**src/rtl/nec_ir_tx.sv**
```systemverilog
// nec_ir_tx: NEC IR frame/repeat transmitter; tx_valid/tx_ready accept addr/cmd/repeat, drives ir_env envelope, ir_out carrier-modulated, tx_done on return to idle
module nec_ir_tx #(
  parameter int UNIT_CYCLES = 14063,
  parameter int CARRIER_HALF = 329
) (
  input  logic       clk,
  input  logic       reset,
  input  logic       tx_valid,
  output logic       tx_ready,
  input  logic [7:0] tx_addr,
  input  logic [7:0] tx_cmd,
  input  logic       tx_repeat,
  output logic       ir_out,
  output logic       ir_env,
  output logic       tx_done
);
  localparam int UW = $clog2(UNIT_CYCLES);
  localparam int PW = $clog2(2 * CARRIER_HALF);
  typedef enum logic [2:0] {IDLE, LEAD_MARK, LEAD_SPACE, BIT_MARK, BIT_SPACE, STOP_MARK} state_t;
  state_t state, state_n;
  logic [UW-1:0] cyc, cyc_n;
  logic [3:0] units, units_n, dur;
  logic [4:0] bit_idx, bit_idx_n;
  logic [31:0] shreg, shreg_n;
  logic [PW-1:0] phase, phase_n;
  logic rpt, rpt_n, done_n, unit_end, state_end, mark_n;
  always_ff @(posedge clk) begin
    if (reset) begin
      state <= IDLE;
      cyc <= '0;
      units <= '0;
      bit_idx <= '0;
      shreg <= '0;
      phase <= '0;
      rpt <= 1'b0;
      tx_done <= 1'b0;
    end else begin
      state <= state_n;
      cyc <= cyc_n;
      units <= units_n;
      bit_idx <= bit_idx_n;
      shreg <= shreg_n;
      phase <= phase_n;
      rpt <= rpt_n;
      tx_done <= done_n;
    end
  end
  always_comb begin
    dur = state == LEAD_MARK ? 4'd15 :
          state == LEAD_SPACE ? (rpt ? 4'd3 : 4'd7) :
          (state == BIT_SPACE && shreg[0]) ? 4'd2 : 4'd0;
    unit_end = state != IDLE && cyc == UW'(UNIT_CYCLES - 1);
    state_end = unit_end && units == dur;
    state_n = state;
    rpt_n = rpt;
    shreg_n = shreg;
    bit_idx_n = bit_idx;
    done_n = 1'b0;
    case (state)
      IDLE: if (tx_valid) begin
        state_n = LEAD_MARK;
        shreg_n = {~tx_cmd, tx_cmd, ~tx_addr, tx_addr};
        rpt_n = tx_repeat;
        bit_idx_n = '0;
      end
      LEAD_MARK: if (state_end) state_n = LEAD_SPACE;
      LEAD_SPACE: if (state_end) state_n = rpt ? STOP_MARK : BIT_MARK;
      BIT_MARK: if (state_end) state_n = BIT_SPACE;
      BIT_SPACE: if (state_end) begin
        shreg_n = shreg >> 1;
        bit_idx_n = bit_idx + 5'd1;
        state_n = bit_idx == 5'd31 ? STOP_MARK : BIT_MARK;
      end
      STOP_MARK: if (state_end) begin
        state_n = IDLE;
        done_n = 1'b1;
      end
      default: state_n = IDLE;
    endcase
    cyc_n = (state == IDLE || state_n != state || unit_end) ? '0 : cyc + UW'(1);
    units_n = state_n != state ? '0 : unit_end ? units + 4'd1 : units;
    mark_n = state_n inside {LEAD_MARK, BIT_MARK, STOP_MARK};
    phase_n = (!mark_n || state_n != state || phase == PW'(2 * CARRIER_HALF - 1)) ? '0 : phase + PW'(1);
  end
  assign tx_ready = state == IDLE;
  assign ir_env = state inside {LEAD_MARK, BIT_MARK, STOP_MARK};
  assign ir_out = ir_env && phase < PW'(CARRIER_HALF);
endmodule

```
**config.mk**
```make
export PLATFORM = sky130hd
export DESIGN_NAME = nec_ir_tx
export DESIGN_NICKNAME = d
export VERILOG_FILES = /design/src/rtl/nec_ir_tx.sv
export SDC_FILE = /design/constraint.sdc
export NUM_CORES = 1
export LEC_CHECK = 0
export CORE_MARGIN = 2
export CORE_UTILIZATION = 40
export CTS_CLUSTER_DIAMETER = 40
export DETAILED_ROUTE_END_ITERATION = 10
export PLACE_DENSITY = 0.62
export SETUP_SLACK_MARGIN = 0.1
export SYNTH_ARGS = -nofsm -noshare
export SYNTH_HDL_FRONTEND = slang
export SYNTH_SLANG_ARGS = --single-unit
```
**constraint.sdc**
```tcl
create_clock -name clk -period 3 [get_ports clk]
set_input_delay 0.3 -clock clk [delete_from_list [all_inputs] [get_ports clk]]
set_output_delay 0.3 -clock clk [all_outputs]
set_load 0.01 [all_outputs]
```
==> flow_summary.ini <==
[clock_network]
ctsHoldBuffers = 0
clockRootBuffer = clkbuf_8
clock_latency_ps = 340
cts_buffers = 9
h-tree-depth = 3
cts_tree = done
clock_sinks = 70
cts.repair.resized = 0
clk_path_buf_depth = 2
cts_setup_buffers = 0
clkSlewWorstSetupHoldPaths_ps = 80

[floorplanning]
die_y_um = 99.0
initial_core_util_pct = 41.4
dieArea_um2 = 9790
core.rowCount = 34
die_w_um = 99.0
core-area_um2 = 8720
io_pins = 24

[global_route]
grt_max_degree = 36
grt_overflow_total = 0
track_usage_pct = 15.6
antenna_found_initial = 0
first_global_vias = 2748
grt_pass1_wl_mm = 12.6

[worst_hold_path]
holdPathStages = 2
hold_end = shreg[13]$_SDFFE_PP0P_
hp-start = shreg[13]$_SDFFE_PP0P_
hold_class = reg2reg

[synth]
ys_types = 47
synth-edff-count = 0
yosysWarnings = 0
synthTopCellsByCount = dfxtp_1 (70), nand2_1 (69), nor2_1 (27)
synth_top_area_cell = dfxtp_1
syn_nets = 437
synth_seq_area_share_pct = 38.8
synth.cell_area_um2 = 3610
syn_avg_cell_area_um2 = 8.82
synth_cells = 409
yosysMostFrequentCell = dfxtp_1
synth_area_leaders = dfxtp_1 (39%), nand2_1 (7.2%), mux2i_1 (5.8%), mux2_4 (5.0%), xnor2_1 (3.4%)
synth-seq-cells = 70
synth_top_area_share_pct = 38.8
synthArstFlopShare_pct = 0
synthFlopType = dfxtp_1

[detailed_routing]
ant_nets = 0
via_per_inst = 5.38
drt_iter0_markers = 167
routed_wl_mm = 7.24
route.detailed.drc = 0
wire_per_inst_um = 13.4
first_pass_iters = 5
num_vias = 2909

[worst_setup_path]
rr_endpoint = shreg[7]$_SDFFE_PP0P_
crit_fanout = 35
r2r_setup_slack_ps = 320
worst_setup_path_end_kind = flop
cp.required_ps = 3230
start_kind = flop
cp.arrival_ps = 2910
reg2reg_depth = 6
criticalPathCategory = reg2reg
regToRegStartpoint = state[1]$_SDFF_PP0_

[power]
clkPwrFrac_pct = 35.7
power_uw = 1800
power_leakage_uw = 0.00151
p_int_uw = 1350
seqPwrFrac_pct = 54.5
p_sw_share_pct = 25.3
power-per-cell-area_nw_per_um2 = 440
p_comb_share_pct = 9.8
vdd_drop_max_v = 0.000221
p_sw_uw = 455

[status]
outcome = finished clean

[final_layout]
drive_above_1_share_pct = 10.4
seqCellArea_um2 = 1400
fillCellCount = 872
area_delta_synth_final_pct = 13.5
diodes = 0
multi_input_area_um2 = 2080
nets = 457

[timing]
max_slew_margin_pct = 31.4
fin_skew_ps = 10.2
slew_viol_final = 0
finalCriticalPeriod_ps = 2680
fmax_mhz = 373
finalSetupViolCount = 0
min_period_over_period_pct = 89.3
hold_viol_final = 0
setup_tns_ps = 0
worst_slack_ps = 321
tightest_slew_ps = 1020
rsz0062_at_grt = false

[place]
preCtsSetupSlack_ps = 334
hpwl_mm = 4.96
port_buffers = 23
gp_congestion = 0.854

[flow_run]
maxCapViolations = 0
==> critical path, cell delays in order, from the launching register on <==
cell	delay (ps)
dfxtp_1	600
or4b_1	480
a211o_1	310
a311oi_2	350
a31oi_4	120
buf_4	330
mux2_4	360
==> stage by stage <==
| step | std cells | util [%] | hold WS, ps | area [um^2] |
|---|---|---|---|---|
| 2_1_floorplan | 409 | - | 436 | 3610 |
| 3_3_place_gp | 526 | 45.1 | 446 | 3930 |
| 3_5_place_dp | 526 | 45.1 | 453 | 3930 |
| 4_1_cts | 541 | 46.9 | 465 | 4090 |
| 5_1_grt | 541 | 46.9 | 485 | 4090 |
| 6_report | 541 | 46.9 | 462 | 4090 |
==> power groups by stage <==
| stage | sequential, uW | combinational (uW) | clock, uW |
|---|---|---|---|
| 6_report | 982 | 176 | 642 |
| 5_1_grt | 986 | 194 | 707 |
| 4_1_cts | 982 | 178 | 668 |
| 3_5_place_dp | 1000 | 177 | 0 |
| 3_3_place_gp | 1000 | 174 | 0 |
| 2_1_floorplan | 995 | 128 | 0 |
==> flip-flops by register name, summed over array words and instances (netlist names) <==
register / flops
bit_idx: 5
phase: 10
state: 3
rpt: 1
cyc: 14
tx_done: 1
shreg: 32
units: 4
==> placed cells by master, fill, tap and decap left out, types with 13 or more instances in the layout <==
cell	synthesis	layout
nor3_1	15	15
nor2b_1	19	19
xnor2_1	14	14
nand2_1	69	69
a21oi_1	21	21
nand3_1	13	13
clkdlybuf4s50_1	0	23
dfxtp_1	70	70
o211ai_1	16	16
nor2_1	27	27
mux2i_1	21	21
==> routing by layer <==
metal	up-vias	global-route usage [%]	wire (um)
met2	52	25.2	3380
met3	8	5.11	309
met1	1368	20.1	3470
li1	1481	-	-
met5	-	0	0
met4	0	4.21	85
==> worst max-delay path by stage <==
| stage | startpoint | to | slack, ps | depth (start not counted) |
|---|---|---|---|---|
| detailed placement | state[1]$_SDFF_PP0_ | shreg[6]$_SDFFE_PP0P_ | 330 | 6 |
| floorplan | state[0]$_SDFF_PP0_ | shreg[16]$_SDFFE_PP0P_ | 750 | 7 |
| finish | state[1]$_SDFF_PP0_ | shreg[7]$_SDFFE_PP0P_ | 320 | 6 |
| global placement | state[1]$_SDFF_PP0_ | shreg[18]$_SDFFE_PP0P_ | 410 | 6 |
| CTS | state[1]$_SDFF_PP0_ | shreg[22]$_SDFFE_PP0P_ | 330 | 6 |
| global route | state[1]$_SDFF_PP0_ | bit_idx[0]$_SDFFE_PP0P_ | 190 | 6 |
==> area by class of cell <==
type	count	area share (%)
multi-input cells	311	50.9
flip-flops and latches	70	34.2
repair buffers	30	6.91
well taps	108	3.30
inverters	7	0.642
clock inverters	6	0.978
clock buffers	9	3.03
==> logic make-up (layout without fill, tap and decap cells) <==
group,count (synthesis),in the layout,share of synthesized area [%]
adder cells (fa/ha/maj),8,8,2.77
AND/OR/NAND/NOR,185,185,25.9
XOR/XNOR,24,24,5.83
AO/OA/AOI/OAI,56,56,10.6
flip-flops,70,70,38.8
buffers and inverters,28,52,3.61
multiplexers,38,38,12.4
Power figures use the tool's default switching activity.
==> patch 1: new RTL, same settings <==
Reset style: asynchronous (`reset`), changed in one clocked block.
--- a/src/rtl/nec_ir_tx.sv
+++ b/src/rtl/nec_ir_tx.sv
@@ -25,5 +25,5 @@
   logic [PW-1:0] phase, phase_n;
   logic rpt, rpt_n, done_n, unit_end, state_end, mark_n;
-  always_ff @(posedge clk) begin
+  always_ff @(posedge clk or posedge reset) begin
     if (reset) begin
       state <= IDLE;
Formal check against the unedited RTL: differs if reset is asserted again (counterexample within 4 cycles, from zero or initial values and one cycle with reset high); with reset held inactive, the same outputs for 10 cycles.
==> patch 1 against the original RTL <==
Setup slack better by 0.062 ns. Non-clock buffer count down 1. Cell area down 1.6%. Wire length down 4.4%. Sequential cell count unchanged. Utilization down 0.075 points. Critical path depth unchanged. Via count down 13%. Worst hold slack worse by 0.079 ns. Largest cell class is now registers. Count of clock-buffer cells in the layout unchanged. Area after synthesis down 3.6%. Die area down 3.4%.
Power is not compared: it rests on default switching activity, and its combinational part moved more than twofold at a synthesized area within 25%.
==> patch 1: results (changes against the original RTL) <==
number of global-route vias before repair=2499 (was 2748); VDD IR max=about 310 µV; # fillers=829 (was 872); asr flop ratio synth=1.00 (was 0); hpwl dp=4820 µm (was 4960 µm); Slowest-stage cell, CP=or4b_1 (was dfxtp_1); crit path DAT=2.86 ns (was 2.91 ns); Clock Skews=0.00846 ns (was 0.0102 ns); leading registers by flop count=shreg: 32 flops, cyc: 14 flops, phase: 10 flops (unchanged); CP max FO=19 (was 35); Pleak=roughly 1.8 nW; H-tree depth=3 (unchanged); clock latency on the worst-skew pair=0.35 ns; DR vias/cell=5.32 (was 5.38); Yosys cell types=51 (was 47); CP max stage delay=slightly below 0.6 ns; clock buffer depth=2 (unchanged); status=finished, final reports clean (unchanged); GPL Wtd Cong=0.772 (was 0.854); largest net degree at the start of global routing=39 (was 36); DR WL/cell=14.5 µm (was 13.4 µm); Synth Flop Type=dfrtp_1 (was dfxtp_1); IO Port Bufs=23 (unchanged); Pre-Repair DR Iteration Count=4 (was 5); All-Layer GR Usage=0.156 (about the same); pre-CTS setup slack=0.412 ns (was 0.334 ns); FF-to-FF setup slack=0.38 ns (was 0.32 ns); CTS clk-pin slew, worst paths=0.08 ns (about the same); min-delay worst type=input port to asynchronous set/reset pin (was flop to flop); relative slew slack=0.442 (was 0.314); fraction of layout cells with a size suffix above 1=0.114 (was 0.104); fin nets=392 (was 457); Commonest cells post-synth=dfrtp_1 (70), nor2_1 (44), inv_1 (28) (was dfxtp_1 (70), nand2_1 (69), nor2_1 (27)); initial drt markers=111 (was 167); Hold WS=0.383 ns (was 0.462 ns); antenna fix cells=0 (unchanged); fmax=382 MHz (was 373 MHz); CTS Root Cell=clkbuf_8 (unchanged); syn nets=364 (was 437); first-pass GRT wire length=11900 µm (was 12600 µm); top post-synthesis cells by area=dfrtp_1 (50%), nor2_1 (4.7%), xnor2_1 (3.5%) (was dfxtp_1 (39%), nand2_1 (7.2%), mux2i_1 (5.8%)); post-synthesis sequential area ratio=0.504 (was 0.388)
-- patch 1: routing by layer --
metal  vias up  track usage  wire, µm
li1       1248            -         -
met1      1240        0.212      3330
met2        42        0.239      3210
met4         0       0.0534        92
met5         -            0         0
met3        10       0.0453       286
-- patch 1: worst paths after layout --
check	start	end	cells past startpoint
worst min-delay path	reset	shreg[18]$_DFFE_PP0P_	2
worst max-delay path	state[2]$_DFF_PP0_	shreg[27]$_DFFE_PP0P_	6
worst min register to register	shreg[31]$_DFFE_PP0P_	shreg[31]$_DFFE_PP0P_	1
worst max register to register	state[2]$_DFF_PP0_	shreg[27]$_DFFE_PP0P_	6
min in group clk	tx_repeat	rpt$_DFFE_PP0P_	3
max in group asynchronous	reset	phase[8]$_DFF_PP0_	3
-- patch 1: worst max-delay path, delay by kind of cell, from the launching register on --
family	cells	cell delay, ns
AND/OR/NAND/NOR	5	1.60
flip-flops	1	0.51
AO/OA/AOI/OAI	1	0.40
-- patch 1: area by class of cell --
cell class / count / area share
well taps: 108 / 0.0336
inverters: 28 / 0.0261
repair buffers: 29 / 0.0715
clock inverters: 7 / 0.0186
clock buffers: 9 / 0.0308
multi-input cells: 226 / 0.385
flip-flops and latches: 70 / 0.435
-- patch 1: per-stage QoR --
stage | cells | instance area, µm² | utilization
3_5_place_dp | 461 | 3830 | 0.446
5_1_grt | 477 | 4030 | 0.469
3_3_place_gp | 461 | 3830 | 0.446
2_1_floorplan | 336 | 3480 | -
6_report | 477 | 4030 | 0.469
4_1_cts | 477 | 4030 | 0.469
-- patch 1: where the power goes --
group          internal [mW]  total [mW]  switching (mW)  leakage [nW]
clock network          0.384       0.761           0.376        0.0914
logic                  0.202       0.373           0.171         0.873
registers               1.10        1.25           0.156         0.862
-- patch 1: cell families after synthesis --
group / share of synthesized area
AO/OA/AOI/OAI: 0.157
XOR/XNOR: 0.0554
adder cells (fa/ha/maj): 0.0288
buffers and inverters: 0.0511
flip-flops: 0.504
multiplexers: 0.00576
AND/OR/NAND/NOR: 0.199
==> patch 2: new RTL, config.mk and constraints unchanged <==
Made on the original files. The parameter `UNIT_CYCLES` goes from 14063 to 28126.
--- a/src/rtl/nec_ir_tx.sv
+++ b/src/rtl/nec_ir_tx.sv
@@ -1,5 +1,5 @@
 // nec_ir_tx: NEC IR frame/repeat transmitter; tx_valid/tx_ready accept addr/cmd/repeat, drives ir_env envelope, ir_out carrier-modulated, tx_done on return to idle
 module nec_ir_tx #(
-  parameter int UNIT_CYCLES = 14063,
+  parameter int UNIT_CYCLES = 28126,
   parameter int CARRIER_HALF = 329
 ) (
Formal check against the unedited RTL: no difference found for any inputs over 10 cycles, from zero or initial values and one cycle with reset high; that may be too few to reach the edited logic, so the function may still have changed.
==> patch 2 against the original RTL <==
First-iteration DRC count down 31%. Area after synthesis shrank 8.7%. Synthesized cell count is 0.49% higher. Setup slack better by 0.19 ns. Sequential cell count increased by 1. Cell area decreased by 6.9%. Total power rose by 8.3%. Wire length fell by 9.9%. Via count fell by 3.2%.
==> patch 2: results (changes against the original RTL) <==
initial drt markers=115 (was 167); Pre-Repair DR Iteration Count=4 (was 5); hold worst-path end=shreg[8]$_SDFFE_PP0P_ (was shreg[13]$_SDFFE_PP0P_); Num CTS Buffers=9 (unchanged); worst flop-to-flop path startpoint=state[1]$_SDFF_PP0_ (unchanged); CTS Root Cell=clkbuf_8 (unchanged); VDD IR max=268 µV (was 221 µV); fin nets=456 (was 457); H-tree depth=3 (unchanged); asr flop ratio synth=0 (unchanged); min-delay worst type=flop to flop (unchanged); Mean Syn Cell Area=8.01 µm² (was 8.82 µm²); Pleak=1.41 nW (was 1.51 nW); DRT Wirelength=6530 µm (was 7240 µm); Cell Area, Placed=3600 µm² (was 3930 µm²); largest net degree at the start of global routing=50 (was 36); hold path cells=2 (unchanged); first-pass GRT wire length=11200 µm (was 12600 µm); internal power=1.47 mW (was 1.35 mW); All-Layer GR Usage=0.155 (was 0.156); hpwl dp=4380 µm (was 4960 µm); family with the most delay on the worst path=compound AO/OA/AOI/OAI gates (unchanged); GR Overflow Total=0 (unchanged); Clock Skews=0.0112 ns (was 0.0102 ns); antenna fix cells=0 (unchanged); IO Port Bufs=23 (unchanged); FF-to-FF setup slack=0.53 ns (was 0.32 ns); clock latency on the worst-skew pair=0.34 ns (about the same); post-synthesis sequential area ratio=0.432 (was 0.388); Vias=2816 (was 2909); CP max FO=6 (was 35); Slowest-stage cell, CP=clkdlybuf4s50_1 (was dfxtp_1); top post-synthesis cells by area=dfxtp_1 (43%), nand2_1 (8.2%), nor2_1 (6.0%) (was dfxtp_1 (39%), nand2_1 (7.2%), mux2i_1 (5.8%)); Syn. warnings=0 (unchanged); Hold Path Origin=shreg[8]$_SDFFE_PP0P_ (was shreg[13]$_SDFFE_PP0P_); Yosys cell types=46 (was 47); crit path DAT=2.19 ns (was 2.91 ns); GPL Wtd Cong=0.847 (was 0.854); Commonest cells post-synth=nand2_1 (72), dfxtp_1 (71), nor2_1 (53) (was dfxtp_1 (70), nand2_1 (69), nor2_1 (27)); initial antenna violation count=0 (unchanged); Gates resized, CTS repair=0 (unchanged); cell with the most instances after synthesis=nand2_1 (was dfxtp_1); dpl cells=522 (was 526); leading registers by flop count=shreg: 32 flops, cyc: 15 flops, phase: 10 flops (was shreg: 32 flops, cyc: 14 flops, phase: 10 flops); clock buffer depth=2 (unchanged); number of global-route vias before repair=2568 (was 2748); CTS clk-pin slew, worst paths=0.08 ns (about the same); status=finished, final reports clean (unchanged); syn nets=439 (was 437); R2R cell count=7 (was 6); fraction of layout cells with a size suffix above 1=0.0693 (was 0.104); DR vias/cell=5.23 (was 5.38); CP max stage delay=0.56 ns (was 0.60 ns); relative slew slack=0.660 (was 0.314); Post-CTS Setup Inserts=0 (unchanged); Worst R2R End=bit_idx[3]$_SDFFE_PP0P_ (was shreg[7]$_SDFFE_PP0P_)
-- patch 2: changes by cell type after synthesis, sizes merged, moves of 9 or more --
cell   before  now
nor2       27   53
mux2       17    0
mux2i      21    1
a21oi      21   30
nor2b      19    3
and3        4   20
-- patch 2: per-stage QoR --
step	worst slack (ns)	hold WS, ns	power, mW
2_1_floorplan	0.842	0.432	1.14
3_3_place_gp	0.621	0.438	1.20
3_5_place_dp	0.601	0.445	1.20
4_1_cts	0.475	0.457	1.98
5_1_grt	0.383	0.485	2.05
6_report	0.509	0.453	1.95
-- patch 2: area by class of cell --
type                    count  area, µm²
flip-flops and latches     71       1420
clock inverters             6       68.8
repair buffers             30        295
well taps                 105        131
fillers                   828       4280
multi-input cells         310       1730
clock buffers              10        138
inverters                   6       22.5
-- patch 2: how the worst max path moves through the flow --
stage                         from                       to  slack (ns)  depth (start not counted)
3_5_place_dp   state[1]$_SDFF_PP0_  bit_idx[3]$_SDFFE_PP0P_        0.60                          7
6_report       phase[0]$_SDFF_PP0_                   ir_out        0.51                          7
2_1_floorplan    cyc[0]$_SDFF_PP0_    units[2]$_SDFFE_PP0P_        0.84                          7
4_1_cts        phase[0]$_SDFF_PP0_                   ir_out        0.48                          7
3_3_place_gp   state[1]$_SDFF_PP0_   shreg[18]$_SDFFE_PP0P_        0.62                          8
5_1_grt        phase[1]$_SDFF_PP0_                   ir_out        0.38                          7
-- patch 2: layer usage --
layer,GRT usage,vias up,share of wire
met1,0.197,1320,0.51
met5,0,-,0
li1,-,1447,-
met3,0.0479,7,0.032
met2,0.258,42,0.44
met4,0.0362,0,0.0097
-- patch 2: kinds of logic after synthesis --
kind of cell    Yosys count  synth area share
fa+ha+maj                 8            0.0304
flops                    71             0.432
xor+xnor                 22            0.0585
buf+inv                  30            0.0414
simple gates            214             0.306
compound gates           65             0.128
mux                       1           0.00304
-- patch 2: worst register-to-register path: stages, from the launching register on --
cell	delay (ns)
dfxtp_1	0.61
xor2_1	0.19
a2111o_1	0.46
a32oi_2	0.20
buf_4	0.20
nand2_2	0.11
or4_1	0.49
a21oi_1	0.15
-- patch 2: power groups by stage --
stage / sequential [mW] / clock (mW) / combinational (mW)
6_report: 1.00 / 0.774 / 0.174
5_1_grt: 1.01 / 0.846 / 0.196
4_1_cts: 1.00 / 0.800 / 0.176
3_5_place_dp: 1.02 / 0 / 0.175
3_3_place_gp: 1.02 / 0 / 0.172
2_1_floorplan: 1.02 / 0 / 0.121
